`src/rtl/muldiv_issue_pkg.sv`:
```
// Shared definitions for the mul/div issue queue and the mul/div execution unit:
// sizing, control-field bit positions, the divide classifier and the queue entry layout.
package muldiv_issue_pkg;

    localparam int CNTRL_SIZE = 7;
    localparam int NHART      = 1;
    localparam int LNHART     = 0;
    localparam int HART_W     = (LNHART > 0) ? LNHART : 1;
    localparam int NCOMMIT    = 32;
    localparam int LNCOMMIT   = 5;
    localparam int NQ         = 4;
    localparam int LNQ        = 2;

    // Control field bit positions, decoded identically by the unit
    localparam int CTL_BOPT   = 5;
    localparam int CTL_ADDW   = 4;
    localparam int CTL_INV    = 3;
    localparam int CTL_SGN_HI = 2;
    localparam int CTL_SGN_LO = 1;
    localparam int CTL_MUL    = 0;

    // One buffered op waiting for its operands
    typedef struct packed {
        logic                  valid;
        logic [CNTRL_SIZE-1:0] control;
        logic [LNCOMMIT-1:0]   rd;
        logic                  makes_rd;
        logic [HART_W-1:0]     hart;
        logic [LNCOMMIT-1:0]   rs1;
        logic [LNCOMMIT-1:0]   rs2;
        logic                  rs1_arch;
        logic                  rs2_arch;
    } issue_entry_t;

    // A divide is anything that is neither a bit-op nor a multiply; these use the iterative divider
    function automatic logic is_div(input logic [CNTRL_SIZE-1:0] ctl);
        return !ctl[CTL_BOPT] && !ctl[CTL_MUL];
    endfunction

endpackage

```
`src/rtl/muldiv_pick.sv`:
```
// Oldest-first priority picker: index 0 is the oldest queue slot and always wins.
module muldiv_pick
    import muldiv_issue_pkg::*;
#(
    parameter int N  = NQ,
    parameter int LN = LNQ
) (
    input  logic [N-1:0]  i_ready,
    output logic [N-1:0]  o_onehot,
    output logic [LN-1:0] o_index,
    output logic          o_any
);

    // Scan from youngest to oldest so the lowest ready index is the last one written
    always_comb begin
        o_onehot = '0;
        o_index  = '0;
        o_any    = 1'b0;
        for (int i = N - 1; i >= 0; i--) begin
            if (i_ready[i]) begin
                o_onehot    = '0;
                o_onehot[i] = 1'b1;
                o_index     = LN'(i);
                o_any       = 1'b1;
            end
        end
    end

endmodule

```
`src/rtl/muldiv_issue.sv`:
```
// Issue queue in front of the mul/div unit: buffers renamed ops in a collapsing queue,
// wakes them on commit_ready, issues the oldest ready op per clock through registered
// outputs, and keeps divides away from the divider while it is occupied.
module muldiv_issue
    import muldiv_issue_pkg::*;
(
    input  logic                  clk,
    input  logic                  reset,
    input  logic                  in_valid,
    output logic                  in_ready,
    input  logic [CNTRL_SIZE-1:0] in_control,
    input  logic [LNCOMMIT-1:0]   in_rd,
    input  logic                  in_makes_rd,
    input  logic [HART_W-1:0]     in_hart,
    input  logic [LNCOMMIT-1:0]   in_rs1,
    input  logic                  in_rs1_arch,
    input  logic [LNCOMMIT-1:0]   in_rs2,
    input  logic                  in_rs2_arch,
    input  logic [NCOMMIT-1:0]    commit_ready,
    input  logic [NCOMMIT-1:0]    commit_kill_0,
    input  logic                  divide_busy,
    output logic                  enable,
    output logic [CNTRL_SIZE-1:0] control,
    output logic [LNCOMMIT-1:0]   rd,
    output logic                  makes_rd,
    output logic [HART_W-1:0]     hart,
    output logic [LNCOMMIT-1:0]   rs1,
    output logic [LNCOMMIT-1:0]   rs2,
    output logic                  rs1_arch,
    output logic                  rs2_arch
);

    localparam logic [LNQ:0] NQ_CNT = (LNQ + 1)'(NQ);

    issue_entry_t r_q [NQ];
    logic [LNQ:0] r_count;
    logic         r_div_issued;

    logic [NQ-1:0]  w_ready;
    logic [NQ-1:0]  w_kill;
    logic [NQ-1:0]  w_onehot;
    logic [NQ-1:0]  w_remove;
    logic [LNQ-1:0] w_index;
    logic           w_any;
    logic           w_div_ok;
    logic           w_issue;
    logic           w_accept;
    issue_entry_t   w_pick;
    issue_entry_t   w_new;
    issue_entry_t   w_next [NQ];
    logic [LNQ:0]   w_pos;
    logic [LNQ:0]   w_next_count;

    // Admission is based on the registered occupancy only; a slot freed this clock opens next clock
    assign in_ready = (r_count < NQ_CNT);
    assign w_accept = in_valid && in_ready;

    // Per-slot wakeup, divide interlock and squash detection on the current commit vectors
    always_comb begin
        w_ready  = '0;
        w_kill   = '0;
        w_div_ok = !divide_busy && !r_div_issued;
        for (int i = 0; i < NQ; i++) begin
            w_kill[i]  = r_q[i].valid && commit_kill_0[r_q[i].rd];
            w_ready[i] = r_q[i].valid
                       && (r_q[i].rs1_arch || commit_ready[r_q[i].rs1])
                       && (r_q[i].rs2_arch || commit_ready[r_q[i].rs2])
                       && (!is_div(r_q[i].control) || w_div_ok);
        end
    end

    muldiv_pick #(
        .N  (NQ),
        .LN (LNQ)
    ) u_pick (
        .i_ready  (w_ready),
        .o_onehot (w_onehot),
        .o_index  (w_index),
        .o_any    (w_any)
    );

    // The pick is not retargeted when it is squashed; that clock simply issues nothing
    always_comb begin
        w_pick   = r_q[w_index];
        w_issue  = w_any && !w_kill[w_index];
        w_remove = w_kill | w_onehot;
    end

    // Incoming op as it will sit in the queue
    always_comb begin
        w_new          = '0;
        w_new.valid    = 1'b1;
        w_new.control  = in_control;
        w_new.rd       = in_rd;
        w_new.makes_rd = in_makes_rd;
        w_new.hart     = in_hart;
        w_new.rs1      = in_rs1;
        w_new.rs2      = in_rs2;
        w_new.rs1_arch = in_rs1_arch;
        w_new.rs2_arch = in_rs2_arch;
    end

    // Compaction: survivors slide down in age order, the new op lands right after them
    always_comb begin
        w_next = '{default: '0};
        w_pos  = '0;
        for (int i = 0; i < NQ; i++) begin
            if (r_q[i].valid && !w_remove[i]) begin
                w_next[w_pos[LNQ-1:0]] = r_q[i];
                w_pos = w_pos + (LNQ + 1)'(1);
            end
        end
        if (w_accept) begin
            w_next[w_pos[LNQ-1:0]] = w_new;
        end
        w_next_count = w_pos + {{LNQ{1'b0}}, w_accept};
    end

    // Queue storage, occupancy and the one-clock divide shadow
    always_ff @(posedge clk) begin
        if (reset) begin
            r_q          <= '{default: '0};
            r_count      <= '0;
            r_div_issued <= 1'b0;
        end else begin
            r_q          <= w_next;
            r_count      <= w_next_count;
            r_div_issued <= w_issue && is_div(w_pick.control);
        end
    end

    // Registered issue port; fields hold their last value on idle clocks
    always_ff @(posedge clk) begin
        if (reset) begin
            enable   <= 1'b0;
            control  <= '0;
            rd       <= '0;
            makes_rd <= 1'b0;
            hart     <= '0;
            rs1      <= '0;
            rs2      <= '0;
            rs1_arch <= 1'b0;
            rs2_arch <= 1'b0;
        end else begin
            enable <= w_issue;
            if (w_issue) begin
                control  <= w_pick.control;
                rd       <= w_pick.rd;
                makes_rd <= w_pick.makes_rd;
                hart     <= w_pick.hart;
                rs1      <= w_pick.rs1;
                rs2      <= w_pick.rs2;
                rs1_arch <= w_pick.rs1_arch;
                rs2_arch <= w_pick.rs2_arch;
            end
        end
    end

endmodule

```
`config.mk`:
```
export PLATFORM = sky130hd
export DESIGN_NAME = muldiv_issue
export DESIGN_NICKNAME = d
export VERILOG_FILES = /design/src/rtl/muldiv_issue_pkg.sv /design/src/rtl/muldiv_pick.sv /design/src/rtl/muldiv_issue.sv
export SDC_FILE = /design/constraint.sdc
export NUM_CORES = 1
export LEC_CHECK = 0
export BUFFER_PORTS_ARGS = -buffer_cell sky130_fd_sc_hd__buf_2
export CAP_MARGIN = 20
export CORE_MARGIN = 3
export CORE_UTILIZATION = 35
export CTS_BUF_LIST = sky130_fd_sc_hd__clkbuf_16
export DETAILED_ROUTE_END_ITERATION = 6
export GPL_TIMING_DRIVEN = 1
export SYNTH_ARGS = -nofsm -noshare
export SYNTH_HDL_FRONTEND = slang
export SYNTH_SLANG_ARGS = --single-unit
export TNS_END_PERCENT = 10
```
`constraint.sdc`:
```
create_clock -name clk -period 11 [get_ports clk]
set_input_delay 0.55 -clock clk [delete_from_list [all_inputs] [get_ports clk]]
set_output_delay 0.55 -clock clk [all_outputs]
set_load 0.02 [all_outputs]
```
==> results of run 1 <==
## kinds of logic after synthesis
logic type               share of synthesized area, %
flip-flops                                       22.4
AND/OR/NAND/NOR                                  14.2
XOR/XNOR                                       0.0716
adder cells (fa/ha/maj)                         0.613
buffers and inverters                            8.01
multiplexers                                     30.7
AO/OA/AOI/OAI                                    24.0
## per-stage QoR
step,utilization [%],power (W)
after floorplan,-,0.000674
after global placement,38.0,0.000755
after detailed placement,38.0,0.000756
after CTS,39.7,0.00133
after global routing,39.7,0.00137
final,39.7,0.00133
## sequential cells by signal, indices dropped and copies added (netlist names), 5 cells and up
name / flops
rs2: 5
r_q: 108
control: 7
rs1: 5
rd: 5
## final cells by class
type,instances,area (sq um)
Timing Repair Buffer,147,805
Clock inverter,15,143
Multi-Input combinational cell,986,8590
Fill cell,3434,20500
Inverter,65,248
Tap cell,448,561
Clock buffer,17,425
Sequential cell,137,2740
## worst max path at each step
stage,start,to,slack (ns),cells past startpoint
after floorplan,r_q[84]$_SDFF_PP0_,r_q[10]$_SDFF_PP0_,5.89,24
final,r_q[62]$_SDFF_PP0_,r_q[10]$_SDFF_PP0_,4.67,18
after detailed placement,r_q[56]$_SDFF_PP0_,r_q[10]$_SDFF_PP0_,4.83,18
after global placement,r_q[62]$_SDFF_PP0_,r_q[9]$_SDFF_PP0_,5.00,14
after global routing,r_q[56]$_SDFF_PP0_,r_q[10]$_SDFF_PP0_,4.42,18
after CTS,r_q[56]$_SDFF_PP0_,r_q[10]$_SDFF_PP0_,4.81,18
## synth_stat cells, types with 6 or more instances
| master | count |
|---|---|
| buf_4 | 8 |
| buf_2 | 26 |
| and3_1 | 33 |
| o311ai_0 | 19 |
| a21o_1 | 8 |
| nor2b_1 | 11 |
| o21ai_1 | 8 |
| mux2i_1 | 141 |
| nor2_1 | 71 |
| buf_6 | 14 |
| a32oi_1 | 26 |
| a221o_1 | 30 |
| a21oi_1 | 51 |
| ha_1 | 6 |
| o221ai_1 | 27 |
| dfxtp_1 | 137 |
| and2_1 | 30 |
| nand2_1 | 128 |
| inv_1 | 63 |
| mux2_2 | 31 |
| o211ai_1 | 80 |
| clkbuf_1 | 91 |
| a311oi_1 | 10 |
| a31oi_1 | 11 |
| buf_1 | 9 |
| o21ai_0 | 44 |
| a311o_1 | 9 |
| nand3_1 | 9 |
| mux4_2 | 86 |
| and4_1 | 27 |
| a22oi_1 | 7 |
## metal layers
metal	vias up	part of all wire, %	GRT usage, %
li1	5242	-	-
met1	5900	42	35.1
met2	745	45	38.4
met3	96	10	5.66
met4	0	2.7	8.37
met5	-	0	0
## critical path, stage by stage, from the launching register on
cell and delay [ns]:
dfxtp_1 0.84, mux4_2 0.34, nor2b_1 0.04, nor4_1 0.73, o311a_1 0.48, nand2_1 0.15, nor2_1 0.11, nor2_1 0.07
inv_1 0.08, ha_1 0.31, inv_1 0.21, nor3_4 0.09, or3_1 0.55, ha_1 0.37, nand2_1 0.05, a311oi_1 0.28
nor4b_2 0.41, a31o_1 0.83, mux2i_1 0.28
## power by group through the flow
stage                     registers [W]  logic [W]  clock network (W)
after global placement         0.000539   0.000216                  0
after detailed placement       0.000539   0.000217                  0
after floorplan                0.000525   0.000149                  0
final                          0.000529   0.000222           0.000577
after global routing           0.000530   0.000235           0.000605
after CTS                      0.000528   0.000218           0.000583
==> results.md, run 1 <==
* Clock root buffer: clkbuf_16
* CTS max path bufs at 2
* DR DRC count at 0
* Count of final hold-check violations at 0
* Fin crit share at 57.5%
* Status: completed
* Final WS setup at 4.67 ns
* Starting Density at 36.0%
* Ys async rst share at 0%
* Peak supply drop at 0.000103 V
* Nets at 1454
* Detailed placement HPWL at 32.0 mm
* Fin area at 13500 sq um
* Hold Path Origin: rd[4]$_SDFFE_PP0P_
* Detailed Route Iter0 Violations at 1488
* Synth top area share at 22.4%
* Arrival @ worst endpoint at 6.68 ns
* # rows at 67
* Layout cell share with drive strength beyond 1 at 24.1%
* Gpl congestion at 0.948
* Slew margin rel. at 31.5%
* Dpl cell area at 12900 sq um
* Max_cap viols at 0
* Post-synth cell types at 83
* Setup Crit Path Kind: register to register
* Leakage at 4.93 nW
* Synth Warn # at 0
* Non-filler cells in the finished layout at 1815
* Commonest non-fill, non-tap cell in the layout: mux2i_1
* Count of hold-fix buffers inserted at cts at 0
* Switching share of power at 31.3%
* Post-synthesis register bit count at 137
* Worst hold endpoint: rd[4]$_SDFFE_PP0P_
* CTS tree: done
* Mean post-synth cell area at 9.15 sq um
* Flop pwr share at 39.8%
* Vias in the first global route at 11414
* Post-DR wirelength/cell at 26.1 um
* Reg2reg setup slack at 4.67 ns
* GR Overflow Total at 0
* Post-layout min period at 6.33 ns
* Die height at 193 um
* Pint at 0.000913 W
* Comb pwr share at 16.7%
* Top_reg_cell synth: dfxtp_1
* Clock power frac at 43.5%
* WP data required at 11.35 ns
* Die area at 37200 sq um
* Core area at 34000 sq um
* # diodes at 0
* Port Buffers at 121
* Peak Freq at 0.158 GHz
* IO Pins at 122
* Initial antenna violation count at 0
* RSZ-0062 raised after global routing: false
* R2R depth at 18
* Gr usage total at 25.1%
* Drt total wl at 47.4 mm
* Hold WC Path Type: register to register
* Hold depth at 2
* Critical R2R Launch: r_q[62]$_SDFF_PP0_
* EDFF count, synth at 0
* Worst-path clk slew at 0.07 ns
* Synth Net Count at 1438
* PD cells at 98.3 nW/um^2
* Setup TNS at 0 ns
* Setup Fix Bufs, Post-CTS at 0
* Crit Path Max Fanout at 14
* Switching power at 0.000415 W
* Pre-CTS WS at 4.83 ns
* Area growth, synth to finish at 10.4%
* Yosys top cell by area: dfxtp_1
* Top post-synthesis cells by area: dfxtp_1 (22%), mux4_2 (16%), mux2i_1 (12%)
* Largest net degree at the start of global routing at 66
* Final antenna-violating net count at 0
* Crit. End Element: register
* Clock skew at 0.0128 ns
* Inserted Clock Buffers at 17
* Count of final max-slew check failures at 0
* Dpl cells at 1783
* Die extent in x at 193 um
* Sequential area share after synthesis at 22.4%
* Worst hold slack at 0.448 ns
* Via count at 11983
* Clock Latency Late Sink at 0.44 ns
* Worst-Margin Slew at 1.03 ns
* First-pass GRT wire length at 71.5 mm
* Via density at 6.60
* Mapped Cells at 1338
* Syn Std Cell Area at 12200 sq um
* Pre-antenna DRT Iters at 5
* Final setup violating endpoints at 0
* Kind of start point of the critical path: register
* CTS H-tree depth at 4
* Most frequent cells in the layout: mux2i_1 (141), dfxtp_1 (137), nand2_1 (128)
* Critical R2R Capture: r_q[10]$_SDFF_PP0_
* CTS Sinks at 137
* Cts repair resizes at 0
Note: power is estimated with default switching activity, not from simulation.
==> run 2: changes to the inputs <==
==> constraint.sdc (replaced) <==
create_clock -name clk -period 5.4 [get_ports clk]
set_input_delay 0.27 -clock clk [delete_from_list [all_inputs] [get_ports clk]]
set_output_delay 0.27 -clock clk [all_outputs]
set_load 0.02 [all_outputs]
==> run 2 against run 1 <==
- combinational power increased by 120%
- hold slack lost 0.27 ns
- sequential cell count unchanged
- final cell count rose by 3.1%
- global-route usage up 0.74 points
- worst setup slack worse by 4.5 ns
- register-to-register slack lost 4.5 ns
- sequential share of layout area shrank 0.75 points
- maximum frequency increased by 21%
- first-iteration DRC count up 0.87%
==> results.md, run 2 (synthesis gave the netlist of run 1 again) <==
* # rows at 67 (unchanged)
* Via density at 6.57 (was 6.60)
* First-pass GRT wire length at 73.4 mm (was 71.5 mm)
* Most frequent cells in the layout: mux2i_1 (141), dfxtp_1 (136), nand2_1 (128) (was mux2i_1 (141), dfxtp_1 (137), nand2_1 (128))
* Initial antenna violation count at 0 (unchanged)
* Final antenna-violating net count at 0 (unchanged)
* Worst-Margin Slew at 0.943 ns (was 1.03 ns)
* Crit Path Max Fanout at 11 (was 14)
* CTS Sinks at 137 (unchanged)
* Leakage at 5.24 nW (was 4.93 nW)
* Comb pwr share at 18.0% (was 16.7%)
* Clock Latency Late Sink at 0.44 ns (about the same)
* Vias in the first global route at 11557 (was 11414)
* Arrival @ worst endpoint at 5.52 ns (was 6.68 ns)
* Hold WC Path Type: input pin to register (was register to register)
* Port Buffers at 121 (unchanged)
* Count of final max-slew check failures at 0 (unchanged)
* PD cells at 197 nW/um^2 (was 98.3 nW/um^2)
* Peak supply drop at 0.000225 V (was 0.000103 V)
* Core area at 34000 sq um (unchanged)
* Reg with most FFs: r_q (unchanged)
* Biggest regs: r_q x108, control x7 (unchanged)
* Dpl cell area at 13400 sq um (was 12900 sq um)
* Nets at 1511 (was 1454)
* Kind of start point of the critical path: register (unchanged)
* Drt total wl at 48.7 mm (was 47.4 mm)
* Pint at 0.00192 W (was 0.000913 W)
* WP data required at 5.71 ns (was 11.35 ns)
* Die area at 37200 sq um (unchanged)
* Via count at 12290 (was 11983)
* Count of final hold-check violations at 0 (unchanged)
* Fin crit share at 96.5% (was 57.5%)
* CTS tree: done (unchanged)
* Worst-path clk slew at 0.07 ns (about the same)
* Post-DR wirelength/cell at 26.0 um (was 26.1 um)
* Final Core Density at 41.2% (was 39.7%)
* Max_cap viols at 0 (unchanged)
* Commonest non-fill, non-tap cell in the layout: mux2i_1 (unchanged)
* Gr usage total at 25.8% (was 25.1%)
* Final setup violating endpoints at 0 (unchanged)
* Die height at 193 um (unchanged)
* Starting Density at 36.0% (unchanged)
* Switching share of power at 30.5% (was 31.3%)
* Setup TNS at 0 ns (unchanged)
* Layout cell share with drive strength beyond 1 at 27.2% (was 24.1%)
* Post-layout min period at 5.21 ns (was 6.33 ns)
* Area growth, synth to finish at 14.7% (was 10.4%)
* Clock skew at 0.0107 ns (was 0.0128 ns)
* IO Pins at 122 (unchanged)
* Largest net degree at the start of global routing at 65 (was 66)
* Multi-input gate area at 8610 sq um (was 8590 sq um)
* Inserted Clock Buffers at 17 (unchanged)
* CTS H-tree depth at 4 (unchanged)
* GR Overflow Total at 0 (unchanged)
* Setup Crit Path Kind: register to register (unchanged)
* FILL cells at 3428 (was 3434)
* Status: completed (unchanged)
* Die extent in x at 193 um (unchanged)
* Fin area at 14000 sq um (was 13500 sq um)
* Slew margin rel. at 37.0% (was 31.5%)
* RSZ-0062 raised after global routing: false (unchanged)
* Pre-antenna DRT Iters at 5 (unchanged)
* DR DRC count at 0 (unchanged)
* Setup Fix Bufs, Post-CTS at 0 (unchanged)
* Clock root buffer: clkbuf_16 (unchanged)
* Peak Freq at 0.192 GHz (was 0.158 GHz)
* Detailed placement HPWL at 33.4 mm (was 32.0 mm)
* Reg2reg setup slack at 0.19 ns (was 4.67 ns)
* Max reg flops at 108 (unchanged)
* Switching power at 0.000845 W (was 0.000415 W)
* Crit. End Element: register (unchanged)
* Clock power frac at 43.4% (was 43.5%)
* # diodes at 0 (unchanged)
* Register area at 2740 sq um (about the same)
* Total power at 0.00277 W (was 0.00133 W)
* Gpl congestion at 0.933 (was 0.948)
* Flop pwr share at 38.6% (was 39.8%)
* Worst hold slack at 0.173 ns (was 0.448 ns)
* Detailed Route Iter0 Violations at 1501 (was 1488)
* CTS max path bufs at 2 (unchanged)
[run 2: cell count changes in the layout (fill, tap and decap cells not counted), moves of 2 or more]
cell / previous run / this run
clkinv_1: 0 / 2
clkinv_2: 2 / 4
inv_6: 6 / 3
buf_8: 0 / 2
buf_4: 25 / 74
buf_12: 0 / 5
[run 2: final cells by class]
class / count / share of cell area [%]
Clock buffer: 17 / 3.03
Inverter: 65 / 1.76
Tap cell: 448 / 3.99
Multi-Input combinational cell: 987 / 61.3
Clock inverter: 15 / 1.07
Sequential cell: 137 / 19.5
Timing Repair Buffer: 203 / 9.28
[run 2: power by group through the flow]
| stage | combinational, W | sequential (W) | clock [W] |
|---|---|---|---|
| floorplan | 0.000304 | 0.00107 | 0 |
| global placement | 0.000480 | 0.00109 | 0 |
| detailed placement | 0.000482 | 0.00109 | 0 |
| CTS | 0.000487 | 0.00106 | 0.00121 |
| global route | 0.000523 | 0.00107 | 0.00125 |
| finish | 0.000497 | 0.00107 | 0.00120 |
[run 2: worst paths after layout]
kind                                          start                  end  cells past startpoint
worst min register to register  rs2[4]$_SDFFE_PP0P_  rs2[4]$_SDFFE_PP0P_                      2
worst max-delay path             r_q[87]$_SDFF_PP0_   r_q[67]$_SDFF_PP0_                     19
worst max register to register   r_q[87]$_SDFF_PP0_   r_q[67]$_SDFF_PP0_                     19
worst min-delay path                      in_rs2[1]   r_q[84]$_SDFF_PP0_                      3
[run 2: per-layer routing]
metal  wire length [um]  global-route usage, %  share of wire (%)
met5                  0                      0                  0
met1              20800                   36.7                 43
met2              21100                   38.5                 43
met4               1500                   8.98                3.1
met3               5250                   5.97                 11
[run 2: critical path, cell delays in order, from the launching register on]
cell	delay (ns)
dfxtp_1	0.70
nor2b_1	0.17
a221o_1	0.36
o22ai_1	0.23
o22a_1	0.34
and2_2	0.21
nor2_1	0.05
nor2_1	0.14
inv_1	0.07
ha_1	0.40
a311oi_1	0.07
a21o_1	0.18
or3_1	0.34
ha_1	0.30
nand2b_1	0.14
a311oi_1	0.32
nor4b_4	0.42
a31oi_4	0.20
buf_4	0.29
mux2i_1	0.12
[run 2: metrics by stage]
stage          instances  worst slack [ns]
3_5_place_dp        1838           -0.0153
5_1_grt             1872            0.0778
6_report            1872             0.191
4_1_cts             1871            0.0997
2_1_floorplan       1338             0.293
3_3_place_gp        1836             0.100
[run 2: what timing repair did]
action                     4_1_cts  5_1_grt
gates resized for setup          1        2
gates cloned                     1        0
hold buffers                     0        0
setup endpoints to repair        6       39
==> run 3: changes to the inputs <==
--- a/config.mk
+++ b/config.mk
@@ -14,5 +14,6 @@
 export GPL_TIMING_DRIVEN = 1
 export SYNTH_ARGS = -nofsm -noshare
 export SYNTH_HDL_FRONTEND = slang
+export SYNTH_HIERARCHICAL = 1
 export SYNTH_SLANG_ARGS = --single-unit
 export TNS_END_PERCENT = 10
==> run 3 against run 2 <==
- the flow now finishes with violations (design-rule violations)
- largest power group unchanged
- synthesized cell count down 21%
- highest routed layer unchanged
- via count down 16%
- combinational power down 9.3%
- critical path depth down 2
- register-to-register slack better by 0.09 ns
- sequential cell count unchanged
- maximum frequency up 1.8%
- die area down 11%
- sequential share of layout area up 2.3 points
==> results.md, run 3 <==
* Status: finished with violations (was completed)
* Failing checks: design-rule violations
* Clock root buffer: clkbuf_16 (unchanged)
* Drt total wl at 39.8 mm (was 48.7 mm)
* Synth Warn # at 6 (was 0)
* Setup Crit Path Kind: register to register (unchanged)
* Register area at 2750 sq um (was 2740 sq um)
* # diodes at 0 (unchanged)
* Count of hold-fix buffers inserted at cts at 0 (unchanged)
* Detailed Route Iter0 Violations at 1494 (was 1501)
* Gpl congestion at 0.937 (was 0.933)
* DR DRC count at 2 (was 0)
* Final Core Density at 41.8% (was 41.2%)
* Crit. End Element: register (unchanged)
* Port Buffers at 121 (unchanged)
* Synth top area share at 25.3% (was 22.4%)
* Most frequent cells in the layout: dfxtp_1 (131), buf_2 (120), mux4_2 (116) (was mux2i_1 (141), dfxtp_1 (136), nand2_1 (128))
* Gr usage total at 23.4% (was 25.8%)
* Leakage at 4.19 nW (was 5.24 nW)
* Most instantiated cells after synthesis: dfxtp_1 (137), mux4_2 (116), clkbuf_1 (88) (was mux2i_1 (141), dfxtp_1 (137), nand2_1 (128))
* Via count at 10322 (was 12290)
* Final setup violating endpoints at 0 (unchanged)
* Synth Area in Simple Gates at 13.0% (was 14.1%)
* Mux cell area share after synthesis at 37.4% (was 30.7%)
* Most common cell in the netlist: dfxtp_1 (was mux2i_1)
* Peak Freq at 0.195 GHz (was 0.192 GHz)
* Via density at 6.69 (was 6.57)
* Crit path launch: r_q[30]$_SDFF_PP0_ (was r_q[87]$_SDFF_PP0_)
* Hold Path Origin: in_control[0] (was in_rs2[1])
* Worst hold slack at 0.135 ns (was 0.173 ns)
* Critical R2R Launch: r_q[30]$_SDFF_PP0_ (was r_q[87]$_SDFF_PP0_)
* CTS Sinks at 137 (unchanged)
* Area growth, synth to finish at 16.0% (was 14.7%)
* Yosys top cell by area: dfxtp_1 (unchanged)
* Commonest non-fill, non-tap cell in the layout: dfxtp_1 (was mux2i_1)
* Clock skew at 0.0222 ns (was 0.0107 ns)
* GR Overflow Total at 0 (unchanged)
* Vias in the first global route at 10152 (was 11557)
* Crit Path Max Fanout at 13 (was 11)
* Mapped Cells at 1063 (was 1338)
* Sequential area share after synthesis at 25.3% (was 22.4%)
* Post-synthesis register bit count at 137 (unchanged)
* Slew margin rel. at 25.2% (was 37.0%)
* Largest net degree at the start of global routing at 60 (was 65)
* Final WS setup at 0.282 ns (was 0.191 ns)
* Fin crit share at 94.8% (was 96.5%)
* CTS H-tree depth at 4 (unchanged)
* Post-DR wirelength/cell at 25.8 um (was 26.0 um)
* Inserted Clock Buffers at 17 (unchanged)
* Initial antenna violation count at 0 (unchanged)
* Setup Fix Bufs, Post-CTS at 0 (unchanged)
* Pre-antenna DRT Iters at 7 (was 5)
* Max reg flops at 108 (unchanged)
* Dpl cells at 1511 (was 1838)
* Final antenna-violating net count at 0 (unchanged)
* Detailed placement HPWL at 27.1 mm (was 33.4 mm)
* Synth Net Count at 1163 (was 1438)
* RSZ-0062 raised after global routing: false (unchanged)
* Reg with most FFs: r_q (unchanged)
* CTS tree: done (unchanged)
* Biggest regs: r_q x108, control x7 (unchanged)
* Die height at 182 um (was 193 um)
* Die area at 33100 sq um (was 37200 sq um)
* Fin area at 12600 sq um (was 14000 sq um)
* Largest family of logic cells by synthesized area: multiplexers (unchanged)
* Nets at 1240 (was 1511)
* Max_cap viols at 0 (unchanged)
* Synthesized-area fraction occupied by adder cells at 0.693% (was 0.613%)
* Dpl cell area at 12000 sq um (was 13400 sq um)
* Kind of start point of the critical path: register (unchanged)
* # rows at 63 (was 67)
* Multi-input gate area at 7600 sq um (was 8610 sq um)
* CTS max path bufs at 2 (unchanged)
* Die extent in x at 182 um (was 193 um)
* Worst-Margin Slew at 1.12 ns (was 0.943 ns)
* Core area at 30000 sq um (was 34000 sq um)
* First-pass GRT wire length at 61.1 mm (was 73.4 mm)
* Starting Density at 36.1% (was 36.0%)
* Clock Latency Late Sink at 0.44 ns (about the same)
* Non-filler cells in the finished layout at 1543 (was 1872)
* Syn Std Cell Area at 10800 sq um (was 12200 sq um)
* Ys async rst share at 0% (unchanged)
* EDFF count, synth at 0 (unchanged)
* Synth Area in Compound Gates at 17.8% (was 24.0%)
* Top post-synthesis cells by area: dfxtp_1 (25%), mux4_2 (24%), mux2i_1 (6.9%) (was dfxtp_1 (22%), mux4_2 (16%), mux2i_1 (12%))
* WP data required at 5.71 ns (about the same)
* Count of final max-slew check failures at 0 (unchanged)
* Layout cell share with drive strength beyond 1 at 35.6% (was 27.2%)
* Peak supply drop at 0.000185 V (was 0.000225 V)
* Top_reg_cell synth: dfxtp_1 (unchanged)
* Mean post-synth cell area at 10.2 sq um (was 9.15 sq um)
* Xor/xnor share of the synthesized area at 0.670% (was 0.0716%)
* Cts repair resizes at 1 (unchanged)
* Hold WC Path Type: input pin to register (unchanged)
* PD cells at 211 nW/um^2 (was 197 nW/um^2)
* FILL cells at 2846 (was 3428)
* Post-synth cell types at 64 (was 83)
* Post-layout min period at 5.12 ns (was 5.21 ns)
* Arrival @ worst endpoint at 5.43 ns (was 5.52 ns)
* Worst-path clk slew at 0.07 ns (about the same)
* Pre-CTS WS at -0.0503 ns (was -0.0153 ns)
* Count of final hold-check violations at 0 (unchanged)
* IO Pins at 122 (unchanged)
[run 3: cell count changes after synthesis, moves of 30 or more]
cell	before	now
a22oi_1	7	47
inv_1	63	14
mux2i_1	141	75
mux4_2	86	116
nand2_1	128	42
nor2b_1	11	44
nor3_1	3	81
o211ai_1	80	3
o21ai_0	44	0
o31ai_1	3	33
[run 3: area by class of cell]
type / instances / area share (%)
Multi-Input combinational cell: 789 / 60.5
Sequential cell: 137 / 21.9
Timing Repair Buffer: 180 / 8.89
Tap cell: 390 / 3.88
Clock buffer: 17 / 3.39
Clock inverter: 15 / 1.05
Inverter: 15 / 0.448
[run 3: routing by layer]
metal / part of all wire (%) / GRT usage [%]
met5: 0 / 0
met4: 3.6 / 9.23
met3: 9.6 / 4.55
met2: 47 / 37.1
met1: 40 / 31.5
[run 3: path summary, 6_finish.rpt]
kind / depth (start not counted) / endpoint / slack (ns)
max: 17 / r_q[68]$_SDFF_PP0_ / 0.28
min: 3 / r_q[46]$_SDFF_PP0_ / 0.13
max reg2reg: 17 / r_q[68]$_SDFF_PP0_ / 0.28
min reg2reg: 2 / rd[1]$_SDFFE_PP0P_ / 0.49
[run 3: worst max-delay path, stage by stage, from the launching register on]
cell and delay [ns]:
dfxtp_1 0.67, mux4_2 0.39, mux4_2 0.46, nor2b_1 0.15, a211oi_2 0.38, nor3_1 0.15, and2_1 0.17, inv_1 0.06
o311ai_1 0.08, or4_1 0.60, xnor2_4 0.21, inv_1 0.08, ha_1 0.26, or3_1 0.41, o21ai_1 0.25, nand3_2 0.16
buf_4 0.23, mux2_2 0.28
[run 3: stage by stage]
step                power, W  setup TNS [ns]
global placement     0.00152               0
global route         0.00273               0
floorplan            0.00135               0
detailed placement   0.00153          -0.328
CTS                  0.00265               0
finish               0.00265               0
[run 3: report_power, final]
part           leakage [nW]  internal [W]  switching (W)
Clock                 0.273      0.000606       0.000528
Sequential             1.11       0.00103      0.0000329
Combinational          2.81      0.000209       0.000242
Total                  4.19       0.00184       0.000803
[run 3: kinds of logic (layout without fill, tap and decap cells)]
| kind of cell | Yosys count | after routing |
|---|---|---|
| mux | 246 | 246 |
| xor+xnor | 4 | 4 |
| fa+ha+maj | 6 | 6 |
| compound gates | 254 | 254 |
| simple gates | 279 | 279 |
| buf+inv | 137 | 227 |
| flops | 137 | 137 |
